[src/rtl/jtag_pkg.sv]
// Shared definitions for the USER4 result return path.
// Frame width depends on JTAG_RESULT_PARITY_EN (adds an even-parity MSB).
package jtag_pkg;

  localparam int unsigned DEFAULT_DATA_W = 32;

`ifdef JTAG_RESULT_PARITY_EN
  localparam bit PARITY_EN = 1'b1;
`else
  localparam bit PARITY_EN = 1'b0;
`endif

  function automatic int unsigned frame_width(input int unsigned dw);
    return dw + 32'd1 + 32'(PARITY_EN);
  endfunction

  localparam int unsigned FRAME_W   = frame_width(DEFAULT_DATA_W);
  localparam int unsigned VALID_BIT = 0;
  localparam int unsigned DATA_LSB  = 1;

  typedef logic [FRAME_W-1:0] frame_t;

  typedef enum logic [1:0] {
    TAP_IDLE,
    TAP_CAPTURE,
    TAP_SHIFT,
    TAP_UPDATE
  } tap_op_e;

endpackage

[src/rtl/result_fifo.sv]
// Synchronous result FIFO; power-of-two depth, pointers wrap naturally.
module result_fifo
  import jtag_pkg::*;
#(
  parameter int unsigned DATA_WIDTH = 32,
  parameter int unsigned FIFO_DEPTH = 8
) (
  input  logic                  clk,
  input  logic                  rst_n,
  input  logic                  push,
  input  logic                  pop,
  input  logic [DATA_WIDTH-1:0] din,
  output logic                  full,
  output logic                  empty,
  output logic [DATA_WIDTH-1:0] head
);

  localparam int unsigned AW = $clog2(FIFO_DEPTH);

  logic [DATA_WIDTH-1:0] mem [FIFO_DEPTH];
  logic [AW-1:0]         rd_ptr;
  logic [AW-1:0]         wr_ptr;
  logic [AW:0]           count;
  logic                  do_push;
  logic                  do_pop;

  assign full    = (count == (AW+1)'(FIFO_DEPTH));
  assign empty   = (count == '0);
  assign do_push = push && !full;
  assign do_pop  = pop && !empty;
  assign head    = mem[rd_ptr];

  always_ff @(posedge clk or negedge rst_n) begin
    if (!rst_n) begin
      rd_ptr <= '0;
      wr_ptr <= '0;
      count  <= '0;
    end else begin
      if (do_push) wr_ptr <= wr_ptr + 1'b1;
      if (do_pop)  rd_ptr <= rd_ptr + 1'b1;
      case ({do_push, do_pop})
        2'b10:   count <= count + 1'b1;
        2'b01:   count <= count - 1'b1;
        default: count <= count;
      endcase
    end
  end

  always_ff @(posedge clk) begin
    if (do_push) mem[wr_ptr] <= din;
  end

endmodule

[src/rtl/jtag_result_sender.sv]
// USER4 DR return path: buffers solver results and shifts them out on tdo.
// Optional even-parity frame bit enabled by JTAG_RESULT_PARITY_EN.
module jtag_result_sender
  import jtag_pkg::*;
#(
  parameter int unsigned DATA_WIDTH = 32,
  parameter int unsigned FIFO_DEPTH = 8
) (
  input  logic                  tck,
  input  logic                  test_logic_reset_n,
  input  logic                  ir_is_user,
  input  logic                  capture_dr,
  input  logic                  shift_dr,
  input  logic                  update_dr,
  input  logic                  tdi,
  output logic                  tdo,
  input  logic                  res_valid,
  output logic                  res_ready,
  input  logic [DATA_WIDTH-1:0] res_data,
  output logic                  overflow
);

  localparam int unsigned FW = frame_width(DATA_WIDTH);
  localparam int unsigned CW = $clog2(FW + 1);
  localparam logic [CW-1:0] CNT_FULL = CW'(FW);

  tap_op_e               op;
  logic [FW-1:0]         sr;
  logic [FW-1:0]         cap_frame;
  logic [CW-1:0]         cnt;
  logic                  armed;
  logic                  full;
  logic                  empty;
  logic                  pop;
  logic [DATA_WIDTH-1:0] head;

  result_fifo #(
    .DATA_WIDTH (DATA_WIDTH),
    .FIFO_DEPTH (FIFO_DEPTH)
  ) u_fifo (
    .clk   (tck),
    .rst_n (test_logic_reset_n),
    .push  (res_valid),
    .pop   (pop),
    .din   (res_data),
    .full  (full),
    .empty (empty),
    .head  (head)
  );

  // TAP states are mutually exclusive; the priority here is only for decode.
  always_comb begin
    op = TAP_IDLE;
    if (ir_is_user) begin
      if (capture_dr)     op = TAP_CAPTURE;
      else if (shift_dr)  op = TAP_SHIFT;
      else if (update_dr) op = TAP_UPDATE;
    end
  end

  always_comb begin
    cap_frame = '0;
    if (!empty) begin
      cap_frame[VALID_BIT]             = 1'b1;
      cap_frame[DATA_LSB +: DATA_WIDTH] = head;
`ifdef JTAG_RESULT_PARITY_EN
      cap_frame[FW-1] = ^cap_frame[FW-2:0];
`endif
    end
  end

  assign pop       = (op == TAP_UPDATE) && armed && (cnt == CNT_FULL);
  assign res_ready = !full;
  assign tdo       = sr[0];

  always_ff @(posedge tck or negedge test_logic_reset_n) begin
    if (!test_logic_reset_n) begin
      sr       <= '0;
      cnt      <= '0;
      armed    <= 1'b0;
      overflow <= 1'b0;
    end else begin
      if (res_valid && full) overflow <= 1'b1;
      case (op)
        TAP_CAPTURE: begin
          sr    <= cap_frame;
          cnt   <= '0;
          armed <= !empty;
        end
        TAP_SHIFT: begin
          sr <= {tdi, sr[FW-1:1]};
          if (cnt != CNT_FULL) cnt <= cnt + 1'b1;
        end
        TAP_UPDATE: armed <= 1'b0;
        default: ;
      endcase
    end
  end

endmodule
[config.mk]
export PLATFORM = sky130hd
export DESIGN_NAME = jtag_result_sender
export DESIGN_NICKNAME = d
export VERILOG_FILES = /design/src/rtl/jtag_pkg.sv /design/src/rtl/result_fifo.sv /design/src/rtl/jtag_result_sender.sv
export SDC_FILE = /design/constraint.sdc
export NUM_CORES = 1
export LEC_CHECK = 0
export BUFFER_PORTS_ARGS = -buffer_cell sky130_fd_sc_hd__buf_2
export CORE_MARGIN = 8
export CORE_UTILIZATION = 52
export CTS_BUF_LIST = sky130_fd_sc_hd__clkbuf_4
export DETAILED_ROUTE_END_ITERATION = 7
export PLACE_DENSITY = 0.69
export SLEW_MARGIN = 20
export SYNTH_ARGS = -nofsm -noshare
export SYNTH_HDL_FRONTEND = slang
export SYNTH_SLANG_ARGS = --single-unit
[constraint.sdc]
create_clock -name tck -period 5.3 [get_ports tck]
set_clock_uncertainty 0.2 [all_clocks]
set_input_delay 1.06 -clock tck [delete_from_list [all_inputs] [get_ports tck]]
set_output_delay 1.06 -clock tck [all_outputs]
set_load 0.02 [all_outputs]
==> metrics <==
syn avg cell area 16.5 um^2; Post-synth EDFFs 256; GRT Util Overall 17.6%; Synth cell types 41; final cycle utilization of the critical path 59.2%; Final TNS setup 0 ps; Max-Cap Viols 0; Die Span X 170 um; # rows 56; relative max-transition margin 32.8%; vias in the first global route 7307; RSZ-0062 raised after global routing no; DIE AREA 0.0288 mm^2; PwrDens 421 mW/mm^2; clk buf depth 3; Reg clk slew, reported paths 60 ps; first-pass iteration count of the detailed router 5; TritonCTS clock tree done; Critical Path AT 1880 ps; final-report max-slew violation count 0; worst vdd ir 0.247 mV; Setup violations, final 0; Hold Path Class register to register; Yosys reg bits 307; CP Launch Type register; Req. time, crit path 4040 ps; Slew @ Worst Pin 1010 ps; sequential area share after synthesis 73.0%; gate count of the mapped netlist 743; routability cong. 0.744; area grow syn2layout 13.2%; clk root buf clkbuf_4; Most used DFF post-synth edfxtp_1; design area 0.0139 mm^2; setup bufs post-CTS 0; Post-Syn Area 0.0123 mm^2; Vias/cell 5.58; wirelength, routed 24700 um; core box area 0.0233 mm^2; initial core utilization 52.6%; global-route wire length before repair 38500 um; Nets 887; routed len/inst 20.3 um; # hold bufs at CTS 0; Worst Setup End Kind output pin; initial antenna violation count 3; CP Class register to output pin; yosys warns 0; dpl hpwl 13900 um; vias 6783; Num Clock Sinks 307; Die Ht 170 um; leak pwr 4.73 nW; final hold violations 0; post-layout util 59.6%; Residual DRC 0; Top Ports 43; Crit Path Max Fanout 7; placed inst area 0.0129 mm^2; DRT antenna net count 0; number of port buffers 42; Tmin final 3140 ps; H-tree levels 3; syn nets 793; Final Total Pwr 0.00585 W; outcome finished clean; GR Overflow Total 0; CTS resizes 0; largest net degree at the start of global routing 70; Initial DRC Count 378; TritonCTS buffer count 77; Clock Latency Late Sink 670 ps; Fmax 319 MHz; Async SR Flop Fraction 16.6%; share of cells above drive strength 1 29.2%
==> power breakdown <==
part | switching, W | leakage, nW | internal (W)
Sequential | 0.000158 | 2.96 | 0.00303
Clock | 0.000896 | 0.581 | 0.00106
Combinational | 0.000462 | 1.19 | 0.000248
Total | 0.00152 | 4.73 | 0.00433
==> cell families after synthesis <==
kind of cell	synth area share, %
AOI/OAI and AO/OA	7.36
buffers and inverters	1.91
xor gates and xnor gates	0.856
DFF	73.0
and+or+nand+nor	4.44
muxes	11.4
adders and majority gates	1.02
==> sequential cells by signal, indices dropped and copies added (netlist names) <==
name / count
sr: 33
u_fifo.wr_ptr: 3
cnt: 6
armed: 1
overflow: 1
u_fifo.mem: 256
u_fifo.count: 4
u_fifo.rd_ptr: 3
==> critical path, stage by stage (launching register included) <==
cell and delay (ps):
dfrtp_1 450, or4b_1 580, buf_2 190
==> cell usage in the layout, fill, tap and decap left out, drive strengths merged, types with 2 or more instances in the layout <==
master,synthesis,layout
a211oi,2,2
a21o,2,2
a21oi,2,2
a22oi,31,31
buf,18,59
bufinv,0,2
clkbuf,26,110
clkinv,0,21
dfrtp,51,51
diode,0,2
edfxtp,256,256
ha,10,10
inv,8,10
mux2,66,66
mux2i,65,65
nand2,82,82
nand2b,5,5
nand3,4,4
nor2,11,11
nor2b,4,4
nor3,5,5
nor4,2,2
nor4b,2,2
o221ai,63,63
o22ai,5,5
or3,2,2
xnor2,6,6
xor2,6,6
==> worst paths after layout <==
check	from	endpoint	slack, ps	cells after the start
max	u_fifo.count[1]	res_ready	2160	2
min	overflow	overflow	280	1
max reg2reg	u_fifo.count[1]	u_fifo.count[2]	2450	10
min reg2reg	overflow	overflow	280	1
max in group asynchronous	test_logic_reset_n	u_fifo.rd_ptr[0]	4070	2
min in group asynchronous	test_logic_reset_n	sr[26]	320	2
==> layer usage <==
metal	GRT usage, %	routed length [um]	up-vias
met3	4.28	1230	51
li1	-	-	3154
met5	0	22	-
met2	29.7	12500	171
met4	8.12	623	4
met1	21.0	10300	3403
==> final cells by class <==
class / count / area [um^2]
repair buffers: 59 / 370
clock buffers: 110 / 826
multi-input cells: 384 / 3150
well taps: 319 / 399
fillers: 1784 / 9430
flip-flops and latches: 307 / 8970
inverters: 8 / 30.0
clock inverters: 26 / 156
diodes: 2 / 5.00
==> through the flow <==
stage | hold WS [ps] | setup WS [ps] | instances
finish | 278 | 2160 | 1215
global route | 319 | 2070 | 1215
CTS | 278 | 2110 | 1212
detailed placement | 270 | 1380 | 1076
global placement | 255 | 1540 | 1076
floorplan | 256 | 1060 | 743
==> cell usage after synthesis (6+ instances only) <==
cell | instances | area, um^2
xor2_1 | 6 | 52.6
clkbuf_1 | 26 | 97.6
xnor2_1 | 6 | 52.6
mux2i_1 | 65 | 651
mux2_2 | 65 | 732
o221ai_1 | 63 | 552
nor2_1 | 11 | 41.3
dfrtp_1 | 51 | 1280
buf_4 | 7 | 52.6
a22oi_1 | 31 | 233
inv_1 | 8 | 30.0
nand2_1 | 81 | 304
edfxtp_1 | 256 | 7690
ha_1 | 10 | 125
buf_2 | 10 | 50.1
Power figures use the tool's default switching activity.
